**config.mk**
```make
export PLATFORM = sky130hd
export DESIGN_NAME = snake_tick_gen_flat
export DESIGN_NICKNAME = d
export VERILOG_FILES = /design/src/rtl/snake_tick_gen_pkg.sv /design/src/rtl/snake_tick_gen_if.sv /design/src/rtl/snake_tick_gen_tick_prescaler.sv /design/src/rtl/snake_tick_gen.sv /design/src/flat_wrapper.sv
export SDC_FILE = /design/constraint.sdc
export NUM_CORES = 1
export LEC_CHECK = 0
export CORE_UTILIZATION = 55
export CTS_CLUSTER_DIAMETER = 100
export DETAILED_ROUTE_END_ITERATION = 6
export PLACE_DENSITY = 0.86
export SYNTH_ARGS = -nofsm -noshare
export SYNTH_HDL_FRONTEND = slang
export SYNTH_SLANG_ARGS = --single-unit
```
**constraint.sdc**
```tcl
create_clock -name clock -period 5 [get_ports clock]
set_input_delay 0.75 -clock clock [delete_from_list [all_inputs] [get_ports clock]]
set_output_delay 0.75 -clock clock [all_outputs]
set_load 0.1 [all_outputs]
```
**src/rtl/snake_tick_gen_pkg.sv**
```systemverilog
// snake_tick_gen_pkg: state encoding and default width shared with the snake counter blocks.
package snake_tick_gen_pkg;
  localparam int DEF_WIDTH = 10;
  typedef enum logic [1:0] {IDLE = 2'd0, RUN = 2'd1, PAUSED = 2'd2} state_e;
endpackage

```
**src/rtl/snake_tick_gen_if.sv**
```systemverilog
// snake_tick_gen_if: control strobes from the speed/level logic and tick/status back to it.
interface snake_tick_gen_if
  import snake_tick_gen_pkg::*;
#(
  parameter int WIDTH = DEF_WIDTH
);
  logic [WIDTH-1:0] period;
  logic [WIDTH-1:0] count;
  logic             load;
  logic             start;
  logic             pause;
  logic             stop;
  logic             tick;
  logic             running;
  logic             paused;
  logic             load_err;
  modport master(output period, load, start, pause, stop,
                 input tick, count, running, paused, load_err);
  modport slave(input period, load, start, pause, stop,
                output tick, count, running, paused, load_err);
endinterface

```
**src/rtl/snake_tick_gen_tick_prescaler.sv**
```systemverilog
// tick_prescaler: divides the clock into count steps; advances only while run is high.
module tick_prescaler #(
  parameter int PRESCALE = 50000
) (
  input  logic clock,
  input  logic reset,
  input  logic run,
  input  logic clear,
  output logic step
);
  localparam int PW = PRESCALE > 1 ? $clog2(PRESCALE) : 1;
  logic [PW-1:0] pre_q, pre_d;
  assign step = run && pre_q == PW'(PRESCALE - 1);
  always_comb pre_d = (clear || step) ? '0 : run ? pre_q + 1'b1 : pre_q;
  always_ff @(posedge clock or posedge reset)
    if (reset) pre_q <= '0;
    else       pre_q <= pre_d;
endmodule

```
**src/rtl/snake_tick_gen.sv**
```systemverilog
// snake_tick_gen: programmable-period down-counting tick generator with load/start/pause/stop.
module snake_tick_gen
  import snake_tick_gen_pkg::*;
#(
  parameter int WIDTH    = DEF_WIDTH,
  parameter int PRESCALE = 50000
) (
  input logic             clock,
  input logic             reset,
  snake_tick_gen_if.slave bus
);
  state_e           state_q, state_d;
  logic [WIDTH-1:0] period_q, period_d, count_q, count_d;
  logic             tick_q, tick_d, err_q, err_d;
  logic             ld_ok, start_go, run, step;
  assign ld_ok    = bus.load && bus.period != '0;
  assign start_go = state_q == IDLE && bus.start && !bus.stop;
  // a pause or stop edge swallows any step due in that cycle
  assign run      = state_q == RUN && !bus.pause && !bus.stop;
  tick_prescaler #(.PRESCALE(PRESCALE)) u_pre (
    .clock(clock),
    .reset(reset),
    .run  (run),
    .clear(start_go || bus.stop),
    .step (step)
  );
  always_ff @(posedge clock or posedge reset)
    if (reset) state_q <= IDLE;
    else       state_q <= state_d;
  always_comb
    state_d = bus.stop         ? IDLE :
              state_q == IDLE  ? (bus.start ? RUN : IDLE) :
              state_q == RUN   ? (bus.pause ? PAUSED : RUN) :
              (bus.pause || bus.start) ? RUN : PAUSED;
  always_comb begin
    period_d = ld_ok ? bus.period : period_q;
    count_d  = bus.stop ? '0 :
               start_go ? period_d - WIDTH'(1) :
               (run && step) ? (count_q == '0 ? period_d - WIDTH'(1) : count_q - WIDTH'(1)) :
               count_q;
    tick_d   = run && step && count_q == '0;
    err_d    = bus.load && bus.period == '0;
  end
  always_ff @(posedge clock or posedge reset)
    if (reset) begin
      period_q <= WIDTH'(1);
      count_q  <= '0;
      tick_q   <= 1'b0;
      err_q    <= 1'b0;
    end else begin
      period_q <= period_d;
      count_q  <= count_d;
      tick_q   <= tick_d;
      err_q    <= err_d;
    end
  always_comb begin
    bus.running  = state_q == RUN;
    bus.paused   = state_q == PAUSED;
    bus.tick     = tick_q;
    bus.count    = count_q;
    bus.load_err = err_q;
  end
endmodule

```
**src/flat_wrapper.sv**
```systemverilog
// flat-port wrapper written by rule: the top's interface ports become plain ports
module snake_tick_gen_flat import snake_tick_gen_pkg::*;
#(
  parameter int WIDTH    = DEF_WIDTH,
  parameter int PRESCALE = 50000
)
  (clock, reset, bus_period, bus_load, bus_start, bus_pause, bus_stop, bus_tick, bus_count, bus_running, bus_paused, bus_load_err);
  snake_tick_gen_if #(.WIDTH(WIDTH)) bus_i ();
  input logic clock;
  input logic reset;
  input wire logic [$bits(bus_i.period)-1:0] bus_period;
  input wire logic [$bits(bus_i.load)-1:0] bus_load;
  input wire logic [$bits(bus_i.start)-1:0] bus_start;
  input wire logic [$bits(bus_i.pause)-1:0] bus_pause;
  input wire logic [$bits(bus_i.stop)-1:0] bus_stop;
  output wire logic [$bits(bus_i.tick)-1:0] bus_tick;
  output wire logic [$bits(bus_i.count)-1:0] bus_count;
  output wire logic [$bits(bus_i.running)-1:0] bus_running;
  output wire logic [$bits(bus_i.paused)-1:0] bus_paused;
  output wire logic [$bits(bus_i.load_err)-1:0] bus_load_err;
  assign bus_i.period = bus_period;
  assign bus_i.load = bus_load;
  assign bus_i.start = bus_start;
  assign bus_i.pause = bus_pause;
  assign bus_i.stop = bus_stop;
  assign bus_tick = bus_i.tick;
  assign bus_count = bus_i.count;
  assign bus_running = bus_i.running;
  assign bus_paused = bus_i.paused;
  assign bus_load_err = bus_i.load_err;
  snake_tick_gen #(.WIDTH(WIDTH), .PRESCALE(PRESCALE)) u_core (.clock(clock), .reset(reset), .bus(bus_i));
endmodule
```
After elaboration in Yosys (flattened, before gate mapping)
Cells that the tools add are included.

Multiplexer cells: 13. Equality and inequality tests: 3. $add $sub $neg: 3. Reductions and logical operators: 20.

Operators by type and width (number): $mux W10 (5); $mux W16 (2); $logic_not A10 Y1 (2); $sub A10 B1 Y10 const B (2); $add A16 B1 Y16 const B (1); $eq A16 B16 Y1 const B (1); $mux W2 (5); $reduce_bool A10 Y1 (1); $logic_and A1 B1 Y1 (9); $logic_or A1 B1 Y1 (3); $reduce_bool A3 Y1 (1); $eq A2 B1 Y1 const B (1); $eq A2 B2 Y1 const B (1); $logic_not A1 Y1 (2); $logic_not A2 Y1 (1); $reduce_bool A2 Y1 (1); $mux W1 (1).

Output and inout port bits: 14. Register bits: 40.

Depth between registers and ports, before layout
Gate-level depths: netlist of run 1.

Depth after elaboration: 8. Depth in mapped cells: 11. Gate-level depth less buffers: 10.

Cells and area by module
Synthesis of run 1 repeated with hierarchy kept, for this count alone.

Cell total of the unflattened synthesis: 258. Area, all modules: 2368.5 µm².

Modules (own cells, without submodules): snake_tick_gen (seq. area each 601.8 µm², times used 1, cells an instance 168, area each 1483.9 µm²); tick_prescaler (seq. area each 400.4 µm², times used 1, cells an instance 90, area each 884.6 µm²).

Worst setup path after synthesis of run 1
No wires, ideal clock.

Path kind: input to register. From: input bus_period[1]. To: register u_core.count_q[8] (netlist: u_core.bus.count[8]). Stages: 11. Data arrival time: 2.945 ns. Path buffers: 1. Slack: 1.959 ns. Cells stage by stage: or4_1 -> buf_2 -> o41ai_4 -> a21oi_1 -> ha_1 -> nand2_1 -> a21oi_1 -> nand4_1 -> xnor2_1 -> nor2_1 -> o31ai_1.

Cells in the longest elaborated chain, start to end: 8.

Ends and longest elaborated chain: from (decl) (RTL line flat_wrapper.sv:11) `input wire logic [$bits(bus_i.period)-1:0] bus_period;`; $reduce_bool A10 Y1 (RTL line snake_tick_gen.sv:16) `assign ld_ok = bus.load && bus.period != '0;`; $logic_and A1 B1 Y1 (RTL line snake_tick_gen.sv:16); $mux W10 (*) (RTL line snake_tick_gen.sv:36) `period_d = ld_ok ? bus.period : period_q;`; $sub A10 B1 Y10 (*) (RTL line snake_tick_gen.sv:38, snake_tick_gen.sv:39); $mux W10 (2 in series) (RTL line snake_tick_gen.sv:39) `(run && step) ? (count_q == '0 ? period_d - WIDTH'(1) : count_q - WIDTH'(1)) :`; $mux W10 (*) (RTL line snake_tick_gen.sv:38) `start_go ? period_d - WIDTH'(1) :`; $mux W10 (*) (RTL line snake_tick_gen.sv:37) `count_d = bus.stop ? '0 :`; to (signal assigned) (RTL line snake_tick_gen.sv:52) `count_q <= count_d;`; to (decl) (RTL line snake_tick_gen.sv:13) `logic [WIDTH-1:0] period_q, period_d, count_q, count_d;`.

Mark *: on every way between the ends. The rest lies on a longest branch, timed or not. The select of a mux whose other input is x is not followed. A chain may end at the register's enable or synchronous reset.

Final worst setup path of run 1
Same ends and word-level chain as after synthesis.

==> out/qor.csv, run 1 <==
stage,metric,value,unit
sta,hold_violations,0,
logic_synthesis,synth.most_common_cell,dfrtp_1,
clock_tree,cts_tree,built,
sta,relSlewSlack,0.351,
logic_synthesis,synth_commonest_cells,"dfrtp_1, nor2_1, nand2_1",
global_routing,grt_pass1_wl,8680,µm
detailed_routing,wl_per_cell,15.9,µm
layout,final_cells,325,
global_routing,grt_usage,0.263,
clock_tree,cts_max_level,2,
clock_tree,cts.sinks,40,
logic_synthesis,ys_types,47,
layout,drive_gt1_frac,0.0836,
logic_synthesis,syn_area_per_cell,9.38,µm²
logic_synthesis,synthDominantCellAreaShare,0.428,
setup_path,crit_fanout,10,
detailed_routing,vias_per_cell,6.04,
clock_tree,cts_root_buf,clkbuf_8,
detailed_routing,drc,0,
placement,gp_congestion,0.903,
sta,timing.hold.ws,0.520,ns
layout,regArea,1000,µm²
placement,placed_cell_area,2610,µm²
logic_synthesis,yosys.area.top_type,dfrtp_1,
detailed_routing,route.vias.total,1962,
placement,dp_hpwl,3620,µm
sta,fin_crit_sh,0.725,
logic_synthesis,synth_edf_count,0,
sta,tightest_slew,0.971,ns
layout,multiInputGateArea,1200,µm²
sta,timing.fmax,276,MHz
detailed_routing,drt_iter0_markers,188,
floorplanning,start_util,0.570,
worst_hold_path,hold_depth,2,
layout,diodes,0,
run,max-cap-violations,0,
floorplanning,dieArea,4410,µm²
layout,num-fill-cells,349,
layout,fin_area,2720,µm²
detailed_routing,ant_nets,0,
global_routing,antenna_found_initial,0,
logic_synthesis,yosys_most_used_dff,dfrtp_1,
layout,nNetsFinal,293,
placement,dp.cells,317,
logic_synthesis,synth.area.top_cells,"dfrtp_1, xnor2_1, nor2_1",
floorplanning,ios,30,
global_routing,grt_overflow,0,
setup_path,critical_path_class,in2reg,
floorplanning,die_w,66.4,µm
worst_hold_path,hold_class,reg2reg,
setup_path,crit_required,5.18,ns
power,vdd_drop_max,0.237,mV
detailed_routing,wirelength,5160,µm
logic_synthesis,syn_area,2280,µm²
clock_tree,cts_buffers,5,
sta,setup_tns,0,ns
clock_tree,clk_pin_slew,0.07,ns
setup_path,critPathLaunchType,primary input,
global_routing,grt_max_degree,41,
clock_tree,worstSkewPairLatency,0.30,ns
setup_path,reg2reg_depth,8,
sta,report.final.slew_viol_count,0,
power,power_leakage,0.00114,µW
sta,rsz0062_at_grt,no,
power,pwr_density_cell,452,nW/µm²
logic_synthesis,synth_seq_cells,40,
logic_synthesis,syn_inst,243,
setup_path,cp-end-kind,flip-flop,
layout,syn_to_final_growth,19.2,%
floorplanning,die_h,66.4,µm
logic_synthesis,yosysWarnings,0,
clock_tree,holdBufCountCts,0,
global_routing,grt_pass1_vias,1832,
setup_path,cp.arrival,3.81,ns
floorplanning,rows,23,
run_status,outcome,"complete, no violations",
clock_tree,cts_buffer_depth,2,
placement,io_buffer_count,29,
detailed_routing,first_pass_iters,5,
clock_tree,cts_resized,0,
logic_synthesis,synth_nets,262,
clock_tree,cts_setup_buffers,0,
sta,finClkSkew,0.0114,ns
logic_synthesis,seq_area_frac_synth,0.440,
logic_synthesis,async_flop_share,1.00,
floorplanning,core-area,4000,µm²
sta,layout_min_cycle_time,3.62,ns
sta,setup_viol,0,
-- worst paths after layout --
| kind | end | slack, ns | from |
|---|---|---|---|
| worst min-delay path | u_core.period_q[1]$_DFF_PP0_ | 0.52 | u_core.period_q[1]$_DFF_PP0_ |
| worst min register to register | u_core.period_q[1]$_DFF_PP0_ | 0.52 | u_core.period_q[1]$_DFF_PP0_ |
| max in group asynchronous | u_core.period_q[0]$_DFF_PP1_ | 3.76 | reset |
| min in group asynchronous | u_core.u_pre.pre_q[12]$_DFFE_PP0P_ | 0.87 | reset |
| worst max-delay path | u_core.bus.count[8]$_DFFE_PP0P_ | 1.38 | bus_period[1] |
| worst max register to register | u_core.bus.count[3]$_DFFE_PP0P_ | 2.19 | u_core.bus.count[0]$_DFFE_PP0P_ |
-- cell usage in the layout (no fill, tap or decap), types with 3 or more instances in the layout --
master,instances
or3_1,3
inv_1,9
xor2_1,11
a22oi_1,3
nor3_1,9
clkdlybuf4s50_1,29
o31ai_1,4
dfrtp_1,39
o21ai_0,11
a22o_1,3
nor2_1,27
nand2_1,22
or4_1,4
ha_1,3
a21oi_1,8
nor4_1,9
xnor2_1,12
o21ai_1,5
mux2i_1,5
nor2b_1,4
nand2b_1,4
nand4_1,4
clkbuf_8,5
nand3_1,5
and3_1,5
-- flip-flops by register name, indices dropped and copies added, names as in the netlist --
| signal | count |
|---|---|
| u_core.bus.tick | 1 |
| u_core.bus.count | 10 |
| u_core.period_q | 10 |
| u_core.state_q | 2 |
| u_core.u_pre.pre_q | 16 |
| u_core.bus.load_err | 1 |
-- report_power, final --
| part | total, µW | switching (µW) | internal [µW] |
|---|---|---|---|
| clock network | 264 | 116 | 148 |
| logic | 547 | 387 | 161 |
| registers | 417 | 54.8 | 362 |
| total | 1230 | 558 | 671 |
-- logic make-up after synthesis --
logic type	count (synthesis)	synth area share
DFF	40	0.440
AOI/OAI and AO/OA	48	0.155
buffers and inverters	18	0.0346
adders and majority gates	3	0.0165
xor gates and xnor gates	23	0.0884
muxes	5	0.0220
and+or+nand+nor	106	0.244
-- routing by layer --
layer	part of all wire	vias to the layer above	GRT usage
met5	0	-	0
met4	0.014	0	0.0798
met3	0.045	7	0.0517
met2	0.48	60	0.413
met1	0.47	961	0.365
li1	-	934	-
-- area by class of cell --
cell class | count | share of cell area
timing repair buffer | 31 | 0.112
clock inverter | 2 | 0.0129
inverter | 11 | 0.0152
multi-input combinational | 185 | 0.441
tap | 50 | 0.0230
sequential | 40 | 0.369
clock buffer | 6 | 0.0267
-- worst max-delay path: stages --
cell,delay (ns)
clkdlybuf4s50_1,0.42
or4_1,0.66
o41ai_4,0.69
a21oi_1,0.25
ha_1,0.31
nand2_1,0.08
a21oi_1,0.07
nand4_1,0.13
xnor2_1,0.12
nor2_1,0.06
o31ai_1,0.26
-- through the flow --
| stage | setup WS, ns | total power (µW) | utilization |
|---|---|---|---|
| floorplan | 1.96 | 834 | - |
| global placement | 1.39 | 949 | 0.652 |
| detailed placement | 1.24 | 961 | 0.652 |
| CTS | 1.39 | 1220 | 0.679 |
| global route | 1.15 | 1280 | 0.679 |
| finish | 1.38 | 1230 | 0.679 |
Power figures use the tool's default switching activity.
==> run 2, diff against run 1 <==
Settings changed: CORE_UTILIZATION 55 to 49, PLACE_DENSITY 0.86 to 0.81.
Clock period 5 ns to 3.3 ns, I/O delays scaled along.
==> run 2 against run 1 <==
Effect of this change: power grew 43%; sequential share of layout area about the same; global-route usage is 4.4 points lower; via count down 2.4%; critical endpoint unchanged; largest cell class unchanged; largest power group unchanged.
==> out/qor.csv, run 2 (synthesis gave the netlist of run 1 again) <==
stage,metric,value,unit
setup_path,crit_chain,clkdlybuf4s50_1 -> or4_1 -> o41ai_4 -> a21oi_1 -> ha_1 -> nand2_1 -> a21oi_1 -> nand4_1 -> xnor2_1 -> nor2_1 -> o31ai_1,
global_routing,grt_overflow,0,
setup_path,cp-end-kind,flip-flop,
floorplanning,die_w,70.2,µm
clock_tree,cts.sinks,40,
setup_path,path_buf_inv,1,
detailed_routing,route.vias.total,1915,
layout,regArea,1000,µm²
placement,io_buffer_count,29,
layout,diodes,0,
detailed_routing,drt_iter0_markers,172,
layout,largest_register_ffs,16,
worst_hold_path,hold_class,reg2reg,
sta,hold_violations,0,
power,vdd_drop_max,0.364,mV
detailed_routing,first_pass_iters,4,
run,max-cap-violations,0,
sta,report.final.slew_viol_count,0,
global_routing,antenna_found_initial,0,
setup_path,critical_path_class,in2reg,
setup_path,cp_slowest_cell,or4_1,
sta,setup_tns,0,ns
detailed_routing,wirelength,4860,µm
sta,rsz0062_at_grt,no,
setup_path,cp.arrival,3.14,ns
clock_tree,cts_max_level,2,
clock_tree,clk_pin_slew,0.07,ns
layout,nNetsFinal,298,
setup_path,slowest_delay,0.65,ns
sta,timing.fmax,339,MHz
sta,relSlewSlack,0.355,
clock_tree,cts_tree,built,
global_routing,grt_pass1_wl,8540,µm
layout,layout_common_cells,"dfrtp_1, nor2_1, clkdlybuf4s50_1, nand2_1, xnor2_1",
run_status,outcome,"complete, no violations",
floorplanning,dieArea,4930,µm²
setup_path,path_depth,11,
clock_tree,cts_root_buf,clkbuf_8,
placement,dp_hpwl,3730,µm
power,power,1750,µW
setup_path,crit_path_frequent_cell,a21oi_1,
clock_tree,cts_buffers,5,
worst_hold_path,hold_depth,2,
layout,regMostFlops,u_core.u_pre.pre_q,
global_routing,grt_pass1_vias,1741,
detailed_routing,drc,0,
floorplanning,start_util,0.516,
global_routing,grt_max_degree,25,
setup_path,reg2reg_depth,7,
floorplanning,core-area,4410,µm²
clock_tree,worstSkewPairLatency,0.29,ns
placement,gp_congestion,0.847,
floorplanning,die_h,70.2,µm
global_routing,grt_usage,0.219,
sta,fin_crit_sh,0.893,
clock_tree,cts_setup_buffers,0,
setup_path,crit_required,3.50,ns
layout,syn_to_final_growth,19.3,%
sta,setup_viol,0,
layout,drive_gt1_frac,0.107,
setup_path,critPathLaunchType,primary input,
layout,num-fill-cells,377,
detailed_routing,ant_nets,0,
layout,multiInputGateArea,1200,µm²
sta,layout_min_cycle_time,2.95,ns
clock_tree,holdBufCountCts,0,
detailed_routing,wl_per_cell,14.6,µm
sta,finClkSkew,0.00709,ns
power,pwr_density_cell,645,nW/µm²
setup_path,crit_family,simple AND/OR/NAND/NOR gates,
power,power_leakage,0.00116,µW
setup_path,crit_fanout,5,
sta,tightest_slew,0.964,ns
floorplanning,rows,24,
clock_tree,cts_buffer_depth,2,
clock_tree,cts_resized,0,
detailed_routing,vias_per_cell,5.77,
floorplanning,ios,30,
layout,final_common_cell,dfrtp_1,
-- run 2: changes by cell type in the layout (fill, tap and decap cells not counted) --
cell | previous run | this run
buf_4 | 2 | 11
bufinv_16 | 1 | 0
clkinv_2 | 1 | 0
clkbuf_1 | 1 | 3
clkdlybuf4s50_1 | 29 | 25
-- run 2: report_power, final --
part | switching [µW] | internal (µW) | total, µW
clock network | 159 | 150 | 309
registers | 75.0 | 549 | 624
logic | 577 | 243 | 820
-- run 2: worst paths after layout --
check                                                      from                            endpoint  slack, ns
min in group asynchronous                                 reset  u_core.u_pre.pre_q[12]$_DFFE_PP0P_       0.68
worst max-delay path                              bus_period[1]     u_core.bus.count[8]$_DFFE_PP0P_       0.35
worst min register to register     u_core.period_q[1]$_DFF_PP0_        u_core.period_q[1]$_DFF_PP0_       0.51
worst max register to register  u_core.bus.count[0]$_DFFE_PP0P_     u_core.bus.count[3]$_DFFE_PP0P_       0.54
worst min-delay path               u_core.period_q[1]$_DFF_PP0_        u_core.period_q[1]$_DFF_PP0_       0.51
max in group asynchronous                                 reset        u_core.period_q[0]$_DFF_PP1_       1.89
-- run 2: layout make-up --
type,count,area share
well taps,52,0.0239
inverters,11,0.0152
repair buffers,36,0.122
flip-flops and latches,40,0.368
clock buffers,8,0.0294
multi-input cells,185,0.441
-- run 2: worst register-to-register path, stage by stage, from the launching register on --
cell     delay (ns)
dfrtp_1        0.43
inv_1          0.08
ha_1           0.17
or4b_4         0.50
or4_4          0.45
o32a_1         0.46
or3_4          0.43
o21ai_1        0.16
-- run 2: per-layer routing --
| metal | GRT usage | part of all wire | vias to the layer above | wire [µm] |
|---|---|---|---|---|
| met1 | 0.318 | 0.48 | 901 | 2350 |
| met5 | 0 | 0 | - | 0 |
| met3 | 0.0390 | 0.051 | 7 | 248 |
| li1 | - | - | 950 | - |
| met4 | 0.0778 | 0.015 | 0 | 73 |
| met2 | 0.328 | 0.45 | 57 | 2190 |
-- run 2: per-stage QoR --
step,hold slack [ns],util,cell area (µm²),setup WS (ns),instances
after CTS,0.510,0.616,2720,0.363,332
after detailed placement,0.485,0.598,2640,0.0799,324
after global routing,0.553,0.616,2720,0.189,332
final,0.510,0.616,2720,0.354,332
after floorplan,0.462,-,2280,0.308,243
after global placement,0.488,0.598,2640,0.211,324
==> run 3, diff against run 2 <==
Settings changed: CORE_ASPECT_RATIO from default to 0.9.
==> run 3 against run 2 <==
Effect of this change: global-route usage rose by 1.5 points; die area barely moved; clock skew rose by 0.0034 ns; power rose by 7.8%; cell area rose by 1.7%; wire length rose by 4.9%; critical path depth did not move; maximum frequency rose by 1.6%; via count rose by 0.99%; flip-flop and latch count did not move; critical path type unchanged; largest cell class unchanged.
==> out/qor.csv, run 3 (synthesis gave the netlist of run 1 again) <==
stage,metric,value,unit
floorplanning,rows,23,
global_routing,grt_pass1_wl,8730,µm
setup_path,crit_fanout,5,
layout,syn_to_final_growth,21.4,%
floorplanning,die_h,66.7,µm
setup_path,reg2reg_depth,7,
clock_tree,cts_max_level,2,
floorplanning,core-area,4460,µm²
placement,io_buffer_count,29,
power,pwr_density_cell,683,nW/µm²
placement,dp_hpwl,3740,µm
sta,timing.hold.ws,0.513,ns
placement,gp_congestion,0.852,
clock_tree,clk_pin_slew,0.08,ns
detailed_routing,first_pass_iters,4,
detailed_routing,vias_per_cell,5.67,
layout,layout_common_cells,"dfrtp_1, nor2_1, clkdlybuf4s50_1, nand2_1",
layout,final_common_cell,dfrtp_1,
run,max-cap-violations,0,
layout,largest_register_ffs,16,
run_status,outcome,"complete, no violations",
detailed_routing,drc,0,
floorplanning,die_w,73.9,µm
sta,report.final.slew_viol_count,0,
detailed_routing,route.vias.total,1934,
layout,diodes,0,
clock_tree,holdBufCountCts,0,
clock_tree,worstSkewPairLatency,0.30,ns
clock_tree,cts_tree,built,
sta,layout_min_cycle_time,2.90,ns
global_routing,grt_usage,0.234,
clock_tree,cts_resized,0,
detailed_routing,wl_per_cell,14.9,µm
setup_path,crit_required,3.50,ns
clock_tree,cts.sinks,40,
power,power_leakage,0.00118,µW
floorplanning,start_util,0.511,
global_routing,antenna_found_initial,0,
sta,timing.fmax,345,MHz
sta,hold_violations,0,
detailed_routing,drt_iter0_markers,159,
setup_path,critPathLaunchType,primary input,
sta,setup_tns,0,ns
power,vdd_drop_max,0.447,mV
setup_path,cp-end-kind,flip-flop,
global_routing,grt_pass1_vias,1827,
setup_path,cp_slowest_cell,or4_1,
setup_path,critical_path_class,in2reg,
clock_tree,cts_buffers,5,
global_routing,grt_max_degree,24,
sta,relSlewSlack,0.351,
clock_tree,cts_buffer_depth,2,
clock_tree,cts_setup_buffers,0,
worst_hold_path,hold_class,reg2reg,
layout,drive_gt1_frac,0.122,
worst_hold_path,hold_depth,2,
detailed_routing,wirelength,5100,µm
floorplanning,ios,30,
detailed_routing,ant_nets,0,
sta,finClkSkew,0.0105,ns
clock_tree,cts_root_buf,clkbuf_8,
sta,rsz0062_at_grt,no,
layout,regMostFlops,u_core.u_pre.pre_q,
floorplanning,dieArea,4930,µm²
setup_path,slowest_delay,0.64,ns
setup_path,cp.arrival,3.10,ns
layout,nNetsFinal,297,
global_routing,grt_overflow,0,
setup_path,crit_chain,clkdlybuf4s50_1 -> or4_1 -> o41ai_4 -> a21oi_1 -> ha_1 -> nand2_1 -> a21oi_1 -> nand4_1 -> xnor2_1 -> nor2_1 -> o31ai_1,
sta,setup_viol,0,
setup_path,crit_path_frequent_cell,a21oi_1,
sta,tightest_slew,0.970,ns
sta,fin_crit_sh,0.879,
[run 3: cell count changes in the layout (fill, tap and decap cells not counted), sizes merged]
cell           before  now
buf                11   12
clkbuf              8    7
bufinv              0    1
clkdlybuf4s50      25   23
[run 3: critical path: cells and delay by family]
family / cells / cell delay [ns]
AO/OA/AOI/OAI: 4 / 0.91
AND/OR/NAND/NOR: 4 / 0.88
adder cells (fa/ha/maj): 1 / 0.25
XOR/XNOR: 1 / 0.12
buffers and inverters: 1 / 0.43
[run 3: final timing paths]
path / to / slack, ns / from
worst max register to register: u_core.bus.count[9]$_DFFE_PP0P_ / 0.49 / u_core.bus.count[0]$_DFFE_PP0P_
worst min register to register: u_core.period_q[1]$_DFF_PP0_ / 0.51 / u_core.period_q[1]$_DFF_PP0_
worst max-delay path: u_core.bus.count[8]$_DFFE_PP0P_ / 0.40 / bus_period[1]
max in group asynchronous: u_core.period_q[0]$_DFF_PP1_ / 1.89 / reset
worst min-delay path: u_core.period_q[1]$_DFF_PP0_ / 0.51 / u_core.period_q[1]$_DFF_PP0_
min in group asynchronous: u_core.period_q[6]$_DFF_PP0_ / 0.60 / reset
[run 3: area by class of cell]
class / instances / area [µm²]
Clock inverter: 1 / 30.0
Tap cell: 62 / 77.6
Multi-Input combinational cell: 185 / 1200
Sequential cell: 40 / 1000
Inverter: 11 / 41.3
Clock buffer: 7 / 96.3
Timing Repair Buffer: 35 / 320
Fill cell: 364 / 1690
[run 3: routing by layer]
layer,track usage,vias to the layer above,wire length (µm)
li1,-,945,-
met1,0.345,935,2540
met2,0.340,48,2300
met3,0.0484,6,205
met4,0.0673,0,53
met5,0,-,0
[run 3: per-stage QoR]
stage,power (µW),instances,instance area (µm²),setup slack [ns],util
finish,1890,341,2770,0.400,0.620
global route,1970,341,2770,0.215,0.620
CTS,1900,341,2770,0.419,0.620
detailed placement,1450,333,2640,0.124,0.592
global placement,1440,333,2640,0.200,0.592
floorplan,1260,243,2280,0.308,-
[run 3: power by group]
| group | internal, µW | leakage (µW) | total (µW) | switching (µW) |
|---|---|---|---|---|
| combinational | 240 | 0.000587 | 822 | 582 |
| sequential | 549 | 0.000529 | 628 | 79.7 |
| clock | 267 | 0.0000645 | 441 | 174 |
| total | 1060 | 0.00118 | 1890 | 835 |
